**src/rtl/fifo_uart_tx_pkg.sv**
```systemverilog
// Shared types and defaults for the FIFO-fed UART transmitter.
// FIFO_UART_TX_PARITY_EN adds an even-parity bit between data and stop.
package fifo_uart_tx_pkg;

  localparam int OVS_TICKS   = 16;
  localparam int DBIT_DEF    = 8;
  localparam int SB_TICK_DEF = 16;
  localparam int DVSR_DEF    = 163;

`ifdef FIFO_UART_TX_PARITY_EN
  typedef enum logic [2:0] {IDLE, START, DATA, PARITY, STOP} state_t;
`else
  typedef enum logic [1:0] {IDLE, START, DATA, STOP} state_t;
`endif

  function automatic int max_int(input int a, input int b);
    return (a > b) ? a : b;
  endfunction

endpackage

```
**src/rtl/fifo_uart_tx_if.sv**
```systemverilog
// First-word-fall-through FIFO read port seen by the transmitter.
// No configuration macros affect this file.
interface fifo_uart_tx_if
  import fifo_uart_tx_pkg::*;
  #(parameter int DBIT = DBIT_DEF);

  logic            fifo_empty;
  logic [DBIT-1:0] fifo_r_data;
  logic            fifo_rd;

  modport master (output fifo_empty, output fifo_r_data, input fifo_rd);
  modport slave  (input fifo_empty, input fifo_r_data, output fifo_rd);

endinterface

```
**src/rtl/fifo_uart_tx_baud_gen.sv**
```systemverilog
// Oversample tick generator: one-cycle s_tick every DVSR clocks, restartable.
// No configuration macros affect this file.
module baud_gen
  import fifo_uart_tx_pkg::*;
  #(parameter int DVSR = DVSR_DEF)
  (
    input  logic clk,
    input  logic reset,
    input  logic clr,
    output logic s_tick
  );

  localparam int              CW   = (DVSR > 1) ? $clog2(DVSR) : 1;
  localparam logic [CW-1:0]   LAST = CW'(DVSR - 1);

  logic [CW-1:0] cnt_q;

  always_ff @(posedge clk) begin
    if (!reset || clr) cnt_q <= '0;
    else if (cnt_q == LAST) cnt_q <= '0;
    else cnt_q <= cnt_q + 1'b1;
  end

  assign s_tick = (cnt_q == LAST);

endmodule

```
**src/rtl/fifo_uart_tx.sv**
```systemverilog
// UART transmitter draining a FWFT FIFO, frames sent back-to-back.
// FIFO_UART_TX_PARITY_EN inserts an even-parity bit before the stop bit.
//
// state  | meaning
// IDLE   | line high, waiting for fifo_empty=0
// START  | start bit (tx=0), 16 ticks
// DATA   | DBIT data bits LSB first, 16 ticks each
// PARITY | even parity of loaded word, 16 ticks (parity build only)
// STOP   | stop bit (tx=1), SB_TICK ticks; reloads directly if FIFO not empty
module fifo_uart_tx
  import fifo_uart_tx_pkg::*;
  #(
    parameter int DBIT    = DBIT_DEF,
    parameter int SB_TICK = SB_TICK_DEF,
    parameter int DVSR    = DVSR_DEF
  )
  (
    input  logic           clk,
    input  logic           reset,
    fifo_uart_tx_if.slave  fifo,
    output logic           tx,
    output logic           tx_busy,
    output logic           tx_done_tick
  );

  localparam int SW = $clog2(max_int(SB_TICK, OVS_TICKS));
  localparam int NW = (DBIT > 1) ? $clog2(DBIT) : 1;
  localparam logic [SW-1:0] OVS_LAST  = SW'(OVS_TICKS - 1);
  localparam logic [SW-1:0] STOP_LAST = SW'(SB_TICK - 1);
  localparam logic [NW-1:0] BIT_LAST  = NW'(DBIT - 1);

  state_t          state_q, state_d;
  logic [SW-1:0]   s_q, s_d;
  logic [NW-1:0]   n_q, n_d;
  logic [DBIT-1:0] b_q, b_d;
  logic            tx_q, tx_d;
  logic            rd_q, rd_d;
  logic            done_q, done_d;
  logic            load;
  logic            s_tick;
`ifdef FIFO_UART_TX_PARITY_EN
  logic            par_q, par_d;
`endif

  baud_gen #(.DVSR(DVSR)) u_baud_gen (
    .clk    (clk),
    .reset  (reset),
    .clr    (load),
    .s_tick (s_tick)
  );

  always_ff @(posedge clk) begin
    if (!reset) begin
      state_q <= IDLE;
      s_q     <= '0;
      n_q     <= '0;
      b_q     <= '0;
      tx_q    <= 1'b1;
      rd_q    <= 1'b0;
      done_q  <= 1'b0;
`ifdef FIFO_UART_TX_PARITY_EN
      par_q   <= 1'b0;
`endif
    end else begin
      state_q <= state_d;
      s_q     <= s_d;
      n_q     <= n_d;
      b_q     <= b_d;
      tx_q    <= tx_d;
      rd_q    <= rd_d;
      done_q  <= done_d;
`ifdef FIFO_UART_TX_PARITY_EN
      par_q   <= par_d;
`endif
    end
  end

  always_comb begin
    state_d = state_q;
    s_d     = s_q;
    n_d     = n_q;
    b_d     = b_q;
    tx_d    = tx_q;
    rd_d    = 1'b0;
    done_d  = 1'b0;
    load    = 1'b0;
`ifdef FIFO_UART_TX_PARITY_EN
    par_d   = par_q;
`endif
    case (state_q)
      IDLE: begin
        tx_d = 1'b1;
        if (!fifo.fifo_empty) load = 1'b1;
      end
      START: begin
        if (s_tick) begin
          if (s_q == OVS_LAST) begin
            s_d     = '0;
            state_d = DATA;
            tx_d    = b_q[0];
          end else begin
            s_d = s_q + 1'b1;
          end
        end
      end
      DATA: begin
        if (s_tick) begin
          if (s_q == OVS_LAST) begin
            s_d = '0;
            b_d = b_q >> 1;
            if (n_q == BIT_LAST) begin
              n_d = '0;
`ifdef FIFO_UART_TX_PARITY_EN
              state_d = PARITY;
              tx_d    = par_q;
`else
              state_d = STOP;
              tx_d    = 1'b1;
`endif
            end else begin
              n_d  = n_q + 1'b1;
              tx_d = b_d[0];
            end
          end else begin
            s_d = s_q + 1'b1;
          end
        end
      end
`ifdef FIFO_UART_TX_PARITY_EN
      PARITY: begin
        if (s_tick) begin
          if (s_q == OVS_LAST) begin
            s_d     = '0;
            state_d = STOP;
            tx_d    = 1'b1;
          end else begin
            s_d = s_q + 1'b1;
          end
        end
      end
`endif
      STOP: begin
        if (s_tick) begin
          if (s_q == STOP_LAST) begin
            s_d    = '0;
            done_d = 1'b1;
            tx_d   = 1'b1;
            if (!fifo.fifo_empty) load = 1'b1;
            else state_d = IDLE;
          end else begin
            s_d = s_q + 1'b1;
          end
        end
      end
      default: state_d = IDLE;
    endcase

    // A load overrides everything: latch the head word and start a new frame.
    if (load) begin
      state_d = START;
      b_d     = fifo.fifo_r_data;
      tx_d    = 1'b0;
      rd_d    = 1'b1;
      s_d     = '0;
      n_d     = '0;
`ifdef FIFO_UART_TX_PARITY_EN
      par_d   = ^fifo.fifo_r_data;
`endif
    end
  end

  assign tx           = tx_q;
  assign fifo.fifo_rd = rd_q;
  assign tx_done_tick = done_q;
  assign tx_busy      = (state_q != IDLE);

endmodule

```
**src/flat_wrapper.sv**
```systemverilog
// flat-port wrapper written by rule: the top's interface ports become plain ports
module fifo_uart_tx_flat import fifo_uart_tx_pkg::*;
#(
    parameter int DBIT    = DBIT_DEF,
    parameter int SB_TICK = SB_TICK_DEF,
    parameter int DVSR    = DVSR_DEF
  )
  (clk, reset, tx, tx_busy, tx_done_tick, fifo_fifo_empty, fifo_fifo_r_data, fifo_fifo_rd);
  fifo_uart_tx_if #(.DBIT(DBIT)) fifo_i ();
  input  logic clk;
  input  logic reset;
  output logic tx;
  output logic tx_busy;
  output logic tx_done_tick;
  input wire logic [$bits(fifo_i.fifo_empty)-1:0] fifo_fifo_empty;
  input wire logic [$bits(fifo_i.fifo_r_data)-1:0] fifo_fifo_r_data;
  output wire logic [$bits(fifo_i.fifo_rd)-1:0] fifo_fifo_rd;
  assign fifo_i.fifo_empty = fifo_fifo_empty;
  assign fifo_i.fifo_r_data = fifo_fifo_r_data;
  assign fifo_fifo_rd = fifo_i.fifo_rd;
  fifo_uart_tx #(.DBIT(DBIT), .SB_TICK(SB_TICK), .DVSR(DVSR)) u_core (.clk(clk), .reset(reset), .fifo(fifo_i), .tx(tx), .tx_busy(tx_busy), .tx_done_tick(tx_done_tick));
endmodule
```
**config.mk**
```make
export PLATFORM = sky130hd
export DESIGN_NAME = fifo_uart_tx_flat
export DESIGN_NICKNAME = d
export VERILOG_FILES = /design/src/rtl/fifo_uart_tx_pkg.sv /design/src/rtl/fifo_uart_tx_if.sv /design/src/rtl/fifo_uart_tx_baud_gen.sv /design/src/rtl/fifo_uart_tx.sv /design/src/flat_wrapper.sv
export SDC_FILE = /design/constraint.sdc
export NUM_CORES = 1
export LEC_CHECK = 0
export CORE_ASPECT_RATIO = 0.6
export CORE_MARGIN = 3
export CORE_UTILIZATION = 45
export CTS_BUF_LIST = sky130_fd_sc_hd__clkbuf_8
export CTS_CLUSTER_SIZE = 10
export DETAILED_ROUTE_END_ITERATION = 6
export HOLD_SLACK_MARGIN = 0.12
export PLACE_DENSITY_LB_ADDON = 0.1
export REMOVE_ABC_BUFFERS = 1
export SLEW_MARGIN = 20
export SYNTH_ARGS = -nofsm -noshare
export SYNTH_HDL_FRONTEND = slang
export SYNTH_SLANG_ARGS = --single-unit
```
**constraint.sdc**
```tcl
create_clock -name clk -period 3.63 [get_ports clk]
set_input_delay 0.363 -clock clk [delete_from_list [all_inputs] [get_ports clk]]
set_output_delay 0.363 -clock clk [all_outputs]
set_load 0.02 [all_outputs]
```
==> impl_metrics.json <==
{
  "run_status": "finished clean",
  "wl_um": 2980,
  "fin_tns_setup_ps": 0,
  "overflow": 0,
  "slew_violations": 0,
  "cts_resized": 0,
  "max_clock_freq_mhz": 474.7,
  "io_buffers": 14,
  "dpl_cell_area_mm2": 0.001585,
  "yosysTopAreaCellShare_pct": 39.37,
  "maxSlewHeadroom_pct": 55.21,
  "ys_seq_area_share_pct": 39.37,
  "yosysMostFrequentCell": "dfxtp_1",
  "grt_antenna_before_repair": 0,
  "die_h_um": 49.57,
  "finalCriticalPeriod_ps": 2107,
  "final_area_mm2": 0.001657,
  "drive_above_1_share_pct": 7.514,
  "ys_top_cells_by_area": "dfxtp_1, ha_1, nand2_1",
  "crit_fanout": 12,
  "rsz0062_at_grt": "no",
  "netlist_top_cells_count": "dfxtp_1, nand2_1, nor2_1",
  "hold_class": "reg -> reg",
  "cp_cell_sequence": "ha_1 > and3_2 > a41oi_2 > o21ai_1 > a311oi_1",
  "rr_worst_depth": 5,
  "hold_viol": 0,
  "setup_ws_ps": 1523,
  "synth_ff_type": "dfxtp_1",
  "leakage_nw": 0.5963,
  "die_x_um": 78.62,
  "whs_path_depth": 1,
  "power_w": 0.001156,
  "io_pins": 15,
  "clockRootBuffer": "clkbuf_8",
  "synthToLayoutAreaGrowth_pct": 16.34,
  "nNetsFinal": 195,
  "synth-seq-cells": 28,
  "grt_max_degree": 17,
  "async_reset_ff_share_pct": 0,
  "dp_hpwl_um": 2318,
  "cts_buffers": 3,
  "synth_area_mm2": 0.001424,
  "syn_inst": 161,
  "post-route-util_pct": 56.22,
  "clockBufferDepth": 2,
  "startpoint_type": "flop",
  "worst-endpoint-required_ps": 3820,
  "grtUsageTotal_pct": 17.09,
  "report.final.setup_viol": 0,
  "place.gp.congestion": 0.8158,
  "drv_cap": 0,
  "period_share_pct": 58.04,
  "reg2reg_setup_slack_ps": 1520,
  "drt_iter0_drc": 104,
  "clk_pin_slew_ps": 100,
  "num-fill-cells": 266,
  "clkSinkCount": 28,
  "num_antenna_cells": 0,
  "synth-edff-count": 0,
  "vias_per_cell": 5.563,
  "crit_type": "reg -> reg",
  "crit_family": "compound AO/OA/AOI/OAI gates",
  "synth_top_area_cell": "dfxtp_1",
  "dp_slack_ps": 1542,
  "tritoncts": "done",
  "end_kind": "flop",
  "vias": 1196,
  "cp.arrival_ps": 2290,
  "insertion_delay_ps": 280,
  "antenna_left": 0,
  "dieArea_mm2": 0.003897,
  "critical_path.max_stage_delay_ps": 540,
  "dr.pass1.iters": 4,
  "worst_pin_slew_ps": 671.9,
  "avgSynthCellArea_um2": 8.844,
  "grt_pass1_wl_um": 5402,
  "yosysUniqueCellTypes": 42,
  "cts_setup_buffers": 0,
  "drc": 0,
  "synth-warning-count": 0,
  "critical_path_depth": 5,
  "start_util_pct": 48.32,
  "skew_ps": 12.40,
  "path_buf_inv": 0,
  "hold_buffers": 0,
  "wl_per_cell_um": 13.86,
  "h-tree-depth": 1,
  "design.core.area_mm2": 0.002947,
  "grt_pass1_vias": 1133,
  "p_per_area_mw_per_mm2": 697.9,
  "rows": 15,
  "ir_worst_vdd_mv": 0.3801,
  "cp_slowest_cell": "a41oi_2"
}
[final timing paths]
| kind | from | end |
|---|---|---|
| max | u_core.s_q[0] | u_core.s_q[3] |
| min | u_core.u_baud_gen.cnt_q[0] | u_core.u_baud_gen.cnt_q[0] |
| max reg2reg | u_core.s_q[0] | u_core.s_q[3] |
| min reg2reg | u_core.u_baud_gen.cnt_q[0] | u_core.u_baud_gen.cnt_q[0] |
[logic make-up after synthesis]
kind of cell / count (synthesis) / share of synthesized area (%)
compound gates: 33 / 16.26
xor+xnor: 6 / 3.691
fa+ha+maj: 10 / 8.787
flops: 28 / 39.37
simple gates: 70 / 26.27
buf+inv: 11 / 3.514
mux: 3 / 2.109
[stage by stage]
stage | hold slack, ps | std cells
finish | 470.2 | 215
global route | 511.8 | 215
detailed placement | 455.6 | 211
CTS | 472.0 | 215
global placement | 440.5 | 211
floorplan | 429.7 | 155
[metal layers]
metal,vias to the layer above,routed length [um],track usage (%)
met2,43,1147,23.66
met5,-,0,0
met1,543,1615,27.20
met4,0,0,1.744
li1,610,-,-
met3,0,217,3.832
[layout by cell type, fill, tap and decap left out, types with 2 or more instances in the layout]
master           netlist  routed
dfxtp_1               28      28
nand2_1               23      23
nor2_1                15      15
clkdlybuf4s50_1        0      14
ha_1                  10      10
a31oi_1                9       9
o31ai_1                8       8
nor3_1                 6       6
inv_1                  5       5
a21oi_1                5       5
xnor2_1                4       4
nand3_1                4       4
or3_1                  3       3
mux2i_1                3       3
clkbuf_8               0       3
or2_2                  2       2
nand4_1                2       2
o21ai_1                2       2
nor2b_1                2       2
xor2_1                 2       2
o21ai_0                2       2
[sequential cells by signal, summed over array words and instances, names as in the netlist]
name	flops
u_core.fifo.fifo_rd	1
u_core.b_q	8
u_core.state_q	2
u_core.n_q	3
u_core.tx	1
u_core.tx_done_tick	1
u_core.u_baud_gen.cnt_q	8
u_core.s_q	4
[report_power, final]
part           internal, W  switching (W)
Clock             0.000148      0.0000980
Combinational     0.000188       0.000293
Sequential        0.000380      0.0000498
[layout make-up]
class	instances	area, um2	share of cell area, %
clock buffer	3	41.29	2.492
clock inverter	1	30.03	1.813
inverter	5	18.77	1.133
multi-input combinational	122	813.3	49.09
sequential	28	560.5	33.84
tap	42	52.55	3.172
timing repair buffer	14	140.1	8.459
No activity file was read; power rests on OpenSTA's default activity.
